**src/rtl/imm_gen_pipe_pkg.sv**
```systemverilog
`default_nettype none
// ============================================================================
// Module      : imm_gen_pkg
// Description : Shared types for the pipelined immediate generator: the
//               format-select encoding and the skid buffer state encoding.
// Revision    : 1.0 - initial release
// ============================================================================
package imm_gen_pkg;

  localparam int SEL_W = 3;

  // Immediate format select, as driven by the main decoder
  typedef enum logic [SEL_W-1:0] {
    IMM_I   = 3'b000,
    IMM_S   = 3'b001,
    IMM_B   = 3'b010,
    IMM_J   = 3'b011,
    IMM_U   = 3'b100,
    IMM_Z   = 3'b101,
    IMM_SH  = 3'b110,
    IMM_BAD = 3'b111
  } imm_src_e;

  // Occupancy of the 2-entry output skid buffer
  typedef enum logic [1:0] {
    ST_EMPTY = 2'd0,
    ST_ONE   = 2'd1,
    ST_TWO   = 2'd2
  } skid_state_e;

endpackage
`default_nettype wire

```
**src/rtl/imm_gen_pipe_if.sv**
```systemverilog
`default_nettype none
// ============================================================================
// Module      : imm_gen_pipe_if
// Description : Valid/ready bundle for the immediate generator. The slave
//               modport is the generator's view, the master modport is the
//               view of the decode source / execute sink pair around it.
// Revision    : 1.0 - initial release
// ============================================================================
interface imm_gen_pipe_if
  import imm_gen_pkg::*;
#(
  parameter int XLEN = 32
);
  logic             in_valid;
  logic             in_ready;
  logic [31:0]      instr;
  logic [SEL_W-1:0] imm_src;
  logic             out_valid;
  logic             out_ready;
  logic [XLEN-1:0]  imm_out;
  logic             imm_err;

  modport master (
    output in_valid, instr, imm_src, out_ready,
    input  in_ready, out_valid, imm_out, imm_err
  );

  modport slave (
    input  in_valid, instr, imm_src, out_ready,
    output in_ready, out_valid, imm_out, imm_err
  );
endinterface
`default_nettype wire

```
**src/rtl/imm_gen_pipe_decode.sv**
```systemverilog
`default_nettype none
// ============================================================================
// Module      : imm_decode
// Description : Combinational RV32/RV64 immediate extractor. Produces the
//               XLEN-wide immediate and an illegal-select flag.
//               Optional macro IMMGEN_ERR_EN: select 111 yields 0 with the
//               error flag set; otherwise 111 decodes as an I-type.
// Revision    : 1.0 - initial release
// ============================================================================
module imm_decode
  import imm_gen_pkg::*;
#(
  parameter int XLEN = 32
) (
  input  wire logic [31:0]      i_instr,
  input  wire logic [SEL_W-1:0] i_immSrc,
  output logic      [XLEN-1:0]  o_imm,
  output logic                  o_err
);

  // Shift amounts grow to 6 bits on RV64
  localparam int SHAMT_W = (XLEN == 64) ? 6 : 5;

  logic [31:0] w_imm32;
  logic        w_signed;
  logic        w_extBit;
  logic        w_unusedOpcode;

  // The opcode field never contributes to an immediate
  assign w_unusedOpcode = ^i_instr[6:0];

  // Build the low 32 bits; upper bits are filled by the width stage below
  always_comb begin
    w_imm32  = '0;
    w_signed = 1'b1;
    o_err    = 1'b0;
    case (imm_src_e'(i_immSrc))
      IMM_S:  w_imm32 = {{20{i_instr[31]}}, i_instr[31:25], i_instr[11:7]};
      IMM_B:  w_imm32 = {{19{i_instr[31]}}, i_instr[31], i_instr[7],
                         i_instr[30:25], i_instr[11:8], 1'b0};
      IMM_J:  w_imm32 = {{11{i_instr[31]}}, i_instr[31], i_instr[19:12],
                         i_instr[20], i_instr[30:21], 1'b0};
      IMM_U:  w_imm32 = {i_instr[31:12], 12'b0};
      IMM_Z: begin
        w_imm32  = {27'b0, i_instr[19:15]};
        w_signed = 1'b0;
      end
      IMM_SH: begin
        w_imm32  = 32'(i_instr[20 +: SHAMT_W]);
        w_signed = 1'b0;
      end
`ifdef IMMGEN_ERR_EN
      IMM_BAD: begin
        w_imm32  = '0;
        w_signed = 1'b0;
        o_err    = 1'b1;
      end
`endif
      default: w_imm32 = {{20{i_instr[31]}}, i_instr[31:20]};
    endcase
  end

  // Sign-extended formats replicate instr[31]; zero-extended ones pad with 0
  assign w_extBit = w_signed & i_instr[31];

  generate
    if (XLEN == 64) begin : g_ext64
      assign o_imm = {{32{w_extBit}}, w_imm32};
    end else begin : g_ext32
      logic w_unusedExt;
      assign w_unusedExt = w_extBit;
      assign o_imm       = w_imm32;
    end
  endgenerate

endmodule
`default_nettype wire

```
**src/rtl/imm_gen_pipe.sv**
```systemverilog
`default_nettype none
// ============================================================================
// Module      : imm_gen_pipe
// Description : Pipelined immediate generator. Decodes the offered
//               instruction and holds results in a 2-entry skid buffer so
//               decode keeps full throughput under execute backpressure.
//               Optional macro IMMGEN_ERR_EN enables the illegal-select
//               error flag, which travels with its item.
// Revision    : 1.0 - initial release
// ============================================================================
module imm_gen_pipe
  import imm_gen_pkg::*;
#(
  parameter int XLEN = 32
) (
  input  wire logic     clk,
  input  wire logic     rst,
  imm_gen_pipe_if.slave bus
);

  logic [XLEN-1:0] w_decImm;
  logic            w_decErr;
  logic            w_accept;
  logic            w_pop;

  skid_state_e     r_state;
  logic            r_outValid;
  logic            r_inReady;
  logic [XLEN-1:0] r_headImm;
  logic            r_headErr;
  logic [XLEN-1:0] r_skidImm;
  logic            r_skidErr;

  imm_decode #(
    .XLEN (XLEN)
  ) u_decode (
    .i_instr  (bus.instr),
    .i_immSrc (bus.imm_src),
    .o_imm    (w_decImm),
    .o_err    (w_decErr)
  );

  assign w_accept = bus.in_valid & r_inReady;
  assign w_pop    = r_outValid & bus.out_ready;

  // Skid buffer FSM: head feeds the output, skid catches one extra item
  // while the sink stalls; handshake outputs are registered with the state.
  always_ff @(posedge clk or posedge rst) begin
    if (rst) begin
      r_state    <= ST_EMPTY;
      r_outValid <= 1'b0;
      r_inReady  <= 1'b1;
      r_headImm  <= '0;
      r_headErr  <= 1'b0;
      r_skidImm  <= '0;
      r_skidErr  <= 1'b0;
    end else begin
      case (r_state)
        ST_EMPTY: begin
          if (w_accept) begin
            r_headImm  <= w_decImm;
            r_headErr  <= w_decErr;
            r_outValid <= 1'b1;
            r_state    <= ST_ONE;
          end
        end
        ST_ONE: begin
          if (w_accept && !w_pop) begin
            r_skidImm <= w_decImm;
            r_skidErr <= w_decErr;
            r_inReady <= 1'b0;
            r_state   <= ST_TWO;
          end else if (w_accept && w_pop) begin
            r_headImm <= w_decImm;
            r_headErr <= w_decErr;
          end else if (w_pop) begin
            r_outValid <= 1'b0;
            r_state    <= ST_EMPTY;
          end
        end
        ST_TWO: begin
          if (w_pop) begin
            r_headImm <= r_skidImm;
            r_headErr <= r_skidErr;
            r_inReady <= 1'b1;
            r_state   <= ST_ONE;
          end
        end
        default: begin
          r_state    <= ST_EMPTY;
          r_outValid <= 1'b0;
          r_inReady  <= 1'b1;
        end
      endcase
    end
  end

  assign bus.in_ready  = r_inReady;
  assign bus.out_valid = r_outValid;
  assign bus.imm_out   = r_headImm;
  assign bus.imm_err   = r_headErr;

endmodule
`default_nettype wire

```
**src/flat_wrapper.sv**
```systemverilog
// flat-port wrapper written by rule: the top's interface ports become plain ports
module imm_gen_pipe_flat import imm_gen_pkg::*;
#(
  parameter int XLEN = 32
)
  (clk, rst, bus_in_valid, bus_instr, bus_imm_src, bus_out_ready, bus_in_ready, bus_out_valid, bus_imm_out, bus_imm_err);
  imm_gen_pipe_if #(.XLEN(XLEN)) bus_i ();
  input  wire logic clk;
  input  wire logic rst;
  input wire logic [$bits(bus_i.in_valid)-1:0] bus_in_valid;
  input wire logic [$bits(bus_i.instr)-1:0] bus_instr;
  input wire logic [$bits(bus_i.imm_src)-1:0] bus_imm_src;
  input wire logic [$bits(bus_i.out_ready)-1:0] bus_out_ready;
  output wire logic [$bits(bus_i.in_ready)-1:0] bus_in_ready;
  output wire logic [$bits(bus_i.out_valid)-1:0] bus_out_valid;
  output wire logic [$bits(bus_i.imm_out)-1:0] bus_imm_out;
  output wire logic [$bits(bus_i.imm_err)-1:0] bus_imm_err;
  assign bus_i.in_valid = bus_in_valid;
  assign bus_i.instr = bus_instr;
  assign bus_i.imm_src = bus_imm_src;
  assign bus_i.out_ready = bus_out_ready;
  assign bus_in_ready = bus_i.in_ready;
  assign bus_out_valid = bus_i.out_valid;
  assign bus_imm_out = bus_i.imm_out;
  assign bus_imm_err = bus_i.imm_err;
  imm_gen_pipe #(.XLEN(XLEN)) u_core (.clk(clk), .rst(rst), .bus(bus_i));
endmodule
```
**config.mk**
```make
export PLATFORM = sky130hd
export DESIGN_NAME = imm_gen_pipe_flat
export DESIGN_NICKNAME = d
export VERILOG_FILES = /design/src/rtl/imm_gen_pipe_pkg.sv /design/src/rtl/imm_gen_pipe_if.sv /design/src/rtl/imm_gen_pipe_decode.sv /design/src/rtl/imm_gen_pipe.sv /design/src/flat_wrapper.sv
export SDC_FILE = /design/constraint.sdc
export NUM_CORES = 1
export LEC_CHECK = 0
export CAP_MARGIN = 5
export CORE_ASPECT_RATIO = 1.5
export CORE_MARGIN = 3
export CORE_UTILIZATION = 56
export CTS_CLUSTER_DIAMETER = 150
export CTS_CLUSTER_SIZE = 14
export DETAILED_ROUTE_END_ITERATION = 6
export PLACE_DENSITY = 0.9
export SLEW_MARGIN = 40
export SYNTH_ARGS = -nofsm -noshare
export SYNTH_HDL_FRONTEND = slang
export SYNTH_HIERARCHICAL = 1
export SYNTH_SLANG_ARGS = --single-unit
```
**constraint.sdc**
```tcl
create_clock -name clk -period 6.62 [get_ports clk]
set_input_delay 0.993 -clock clk [delete_from_list [all_inputs] [get_ports clk]]
set_output_delay 0.993 -clock clk [all_outputs]
set_load 0.05 [all_outputs]
```
==> impl_metrics.py <==
metrics = {
    "run_status": {
        "status": "finished clean",
    },
    "timing": {
        "timing.slew.headroom_pct": 50.6,
        "tns_ps": 0,
        "finalMaxSlewViolations": 0,
        "setup_ws_ps": 3520,
        "setup-violations-final": 0,
        "min_period_ps": 3100,
        "fmax_mhz": 323,
        "hold_viol": 0,
        "holdWs_ps": 507,
        "final.setup_skew_ps": 11.1,
        "worst-slew-pin-transition_ps": 739,
        "rsz0062_at_grt": "false",
        "fin_crit_sh_pct": 46.8,
    },
    "power": {
        "p_total_w": 0.00208,
        "p_per_area_mw_per_mm2": 454,
        "switchingPower_w": 0.000819,
        "p_comb_share_pct": 46.4,
        "seqPwrFrac_pct": 35.3,
        "p_int_w": 0.00126,
        "pwr-share-clk_pct": 18.3,
        "ir_drop_mv": 0.354,
        "p_leak_nw": 2.01,
        "swShare_pct": 39.3,
    },
    "critical_path": {
        "critPathKind": "input pin to flop",
        "cp-end-kind": "flop",
        "reg2regPathDepth": 4,
        "regToRegEndpoint": "u_core/bus.imm_out[17]$_DFFE_PP0P_",
        "cp-start-kind": "input pin",
        "arrival_ps": 3320,
        "path_max_fanout": 23,
        "reg2reg_from": "u_core/r_state[1]$_DFFE_PP0P_",
        "r2r_slack_ps": 4480,
        "cp.required_ps": 6850,
    },
    "global_routing": {
        "grt_pass1_wl_um": 12700,
        "grt_max_degree": 71,
        "grt_pass1_vias": 2553,
        "grt_usage_pct": 21.2,
        "antenna_found_initial": 0,
        "grt-ovfl-total": 0,
    },
    "hold_path": {
        "holdPathStages": 1,
        "hp-start": "u_core/r_skidImm[3]$_DFFE_PP0P_",
        "holdPathEnd": "u_core/r_skidImm[3]$_DFFE_PP0P_",
        "hp-class": "flop to flop",
    },
    "cts": {
        "cts_tree": "built",
        "root_buffer": "clkbuf_8",
        "clk_pin_slew_worst_paths_ps": 70,
        "cts-resized-gates": 0,
        "insertion_delay_ps": 340,
        "cts_htree_levels": 3,
        "cts_buffer_depth": 2,
        "cts_num_sinks": 70,
        "hold_buffers": 0,
        "post_cts_buffers": 0,
        "cts_buffers": 9,
    },
    "cells_and_area": {
        "area_delta_synth_final_pct": 23.5,
        "final_cell_mix": "99 x mux2_2, 69 x dfrtp_1, 66 x clkdlybuf4s50_1, 12 x a21o_1, 11 x nand2_1",
        "num_antenna_cells": 0,
        "final_common_cell": "mux2_2",
        "nFillCells": 444,
        "fin_nets": 386,
        "final_cells": 426,
        "final_layout_size_suffix_gt1_share_pct": 37.8,
    },
    "placed_design": {
        "gp_congestion": 0.824,
        "pre_cts_ws_ps": 3110,
        "numPortBuffers": 66,
        "place_hpwl_um": 5070,
        "placed_cells": 410,
    },
    "drt": {
        "drc_errors": 0,
        "vias_per_cell": 5.85,
        "postRouteAntennaNets": 0,
        "vias": 2494,
        "drt_pass1_iterations": 4,
        "wire_per_inst_um": 17.9,
        "wirelength_um": 7620,
        "drtIter0Drc": 186,
    },
    "synth": {
        "synth_seq_area_share_pct": 47.2,
        "syn_inst": 287,
        "yosysTopAreaCellShare_pct": 46.5,
        "syn_nets": 326,
        "ys.warnings.count": 6,
        "synth_area_sq_mm": 0.00371,
        "ys_ff_latch": 70,
        "syn_avg_cell_area_sq_um": 12.9,
        "synth.area.top_cells": "dfrtp_1 46%, mux2_2 30%, a21o_1 2.4%, mux2i_1 1.6%, a211oi_1 1.6%",
        "yosysUniqueCellTypes": 35,
        "yosysTopAreaCell": "dfrtp_1",
    },
    "floorplanning": {
        "core-area_sq_mm": 0.00631,
        "initial_core_util_pct": 58.9,
        "std_cell_rows": 35,
        "die_h_um": 106,
        "ios": 74,
        "dieArea_sq_mm": 0.00766,
        "chipWidth_um": 72.5,
    },
    "run": {
        "drv_cap": 0,
    },
}
==> state kept, by name, indices dropped and copies added (netlist names) <==
name,count
u_core/bus.imm_out,32
u_core/r_skidImm,32
u_core/r_state,2
u_core/bus.imm_err,1
u_core/bus.in_ready,1
u_core/bus.out_valid,1
u_core/r_skidErr,1
==> final cells by class <==
cell class	instances	area [sq um]	share of cell area, %
Multi-Input combinational cell	193	1820	39.6
Sequential cell	70	1750	38.2
Timing Repair Buffer	69	687	15.0
Clock buffer	10	138	3.00
Tap cell	74	92.6	2.02
Clock inverter	6	83.8	1.83
Inverter	4	15.0	0.327
==> synthesized netlist by cell type <==
master	number
a21oi_1	3
and2b_1	1
a21boi_2	3
mux2i_1	6
buf_4	5
dfrtp_1	69
or2_2	2
buf_2	10
dfstp_2	1
a21boi_1	1
o32ai_4	1
nand2b_1	1
nor2_2	1
a211oi_1	8
a21boi_0	1
a32oi_1	4
xor2_1	2
nor2b_1	8
o22ai_1	3
o221ai_1	4
a22o_1	1
mux2_2	99
buf_6	5
a31oi_1	9
o22a_1	1
conb_1	1
nor2_1	2
and2_4	1
nor3b_4	1
inv_1	3
nor3_1	1
a22oi_1	5
a21o_1	12
nand2_1	11
inv_2	1
==> layer usage <==
| metal | global-route usage, % | part of all wire, % |
|---|---|---|
| met2 | 34.1 | 51 |
| met3 | 4.87 | 4.5 |
| met5 | 0 | 0 |
| met1 | 27.1 | 42 |
| met4 | 8.84 | 2.5 |
==> power by group through the flow <==
stage	clock network, W	logic [W]	registers (W)
2_1_floorplan	0	0.000333	0.00108
3_3_place_gp	0	0.000950	0.000729
3_5_place_dp	0	0.000970	0.000743
4_1_cts	0.000390	0.000974	0.000736
5_1_grt	0.000412	0.00102	0.000761
6_report	0.000382	0.000966	0.000735
==> worst max-delay path by stage <==
stage                         from                                 end
detailed placement  bus_imm_src[2]  u_core/bus.imm_out[29]$_DFFE_PP0P_
CTS                 bus_imm_src[2]  u_core/bus.imm_out[29]$_DFFE_PP0P_
global placement    bus_imm_src[2]  u_core/bus.imm_out[27]$_DFFE_PP0P_
floorplan                      rst      u_core/bus.imm_err$_DFFE_PP0P_
finish              bus_imm_src[2]  u_core/bus.imm_out[29]$_DFFE_PP0P_
global route        bus_imm_src[2]  u_core/bus.imm_out[29]$_DFFE_PP0P_
==> critical path, cell delays in order <==
cell             delay (ps)
clkdlybuf4s50_1         950
a21boi_2                450
nor2b_2                 190
a21o_1                  210
mux2_2                  270
mux2_2                  260
==> stage by stage <==
step | util (%) | cell area (sq um)
floorplan | - | 3710
global placement | 68.9 | 4350
detailed placement | 69.2 | 4360
CTS | 72.7 | 4580
global route | 72.7 | 4590
finish | 72.7 | 4590
==> logic make-up (layout without fill, tap and decap cells) <==
| logic type | Yosys count | after routing | share of synthesized area, % |
|---|---|---|---|
| AOI/OAI and AO/OA | 56 | 56 | 11.9 |
| xor gates and xnor gates | 2 | 2 | 0.472 |
| buffers and inverters | 24 | 89 | 4.28 |
| DFF | 70 | 70 | 47.2 |
| muxes | 105 | 105 | 31.6 |
| other | 1 | 1 | 0.101 |
| and+or+nand+nor | 29 | 29 | 4.41 |
No activity file was read; power rests on OpenSTA's default activity.
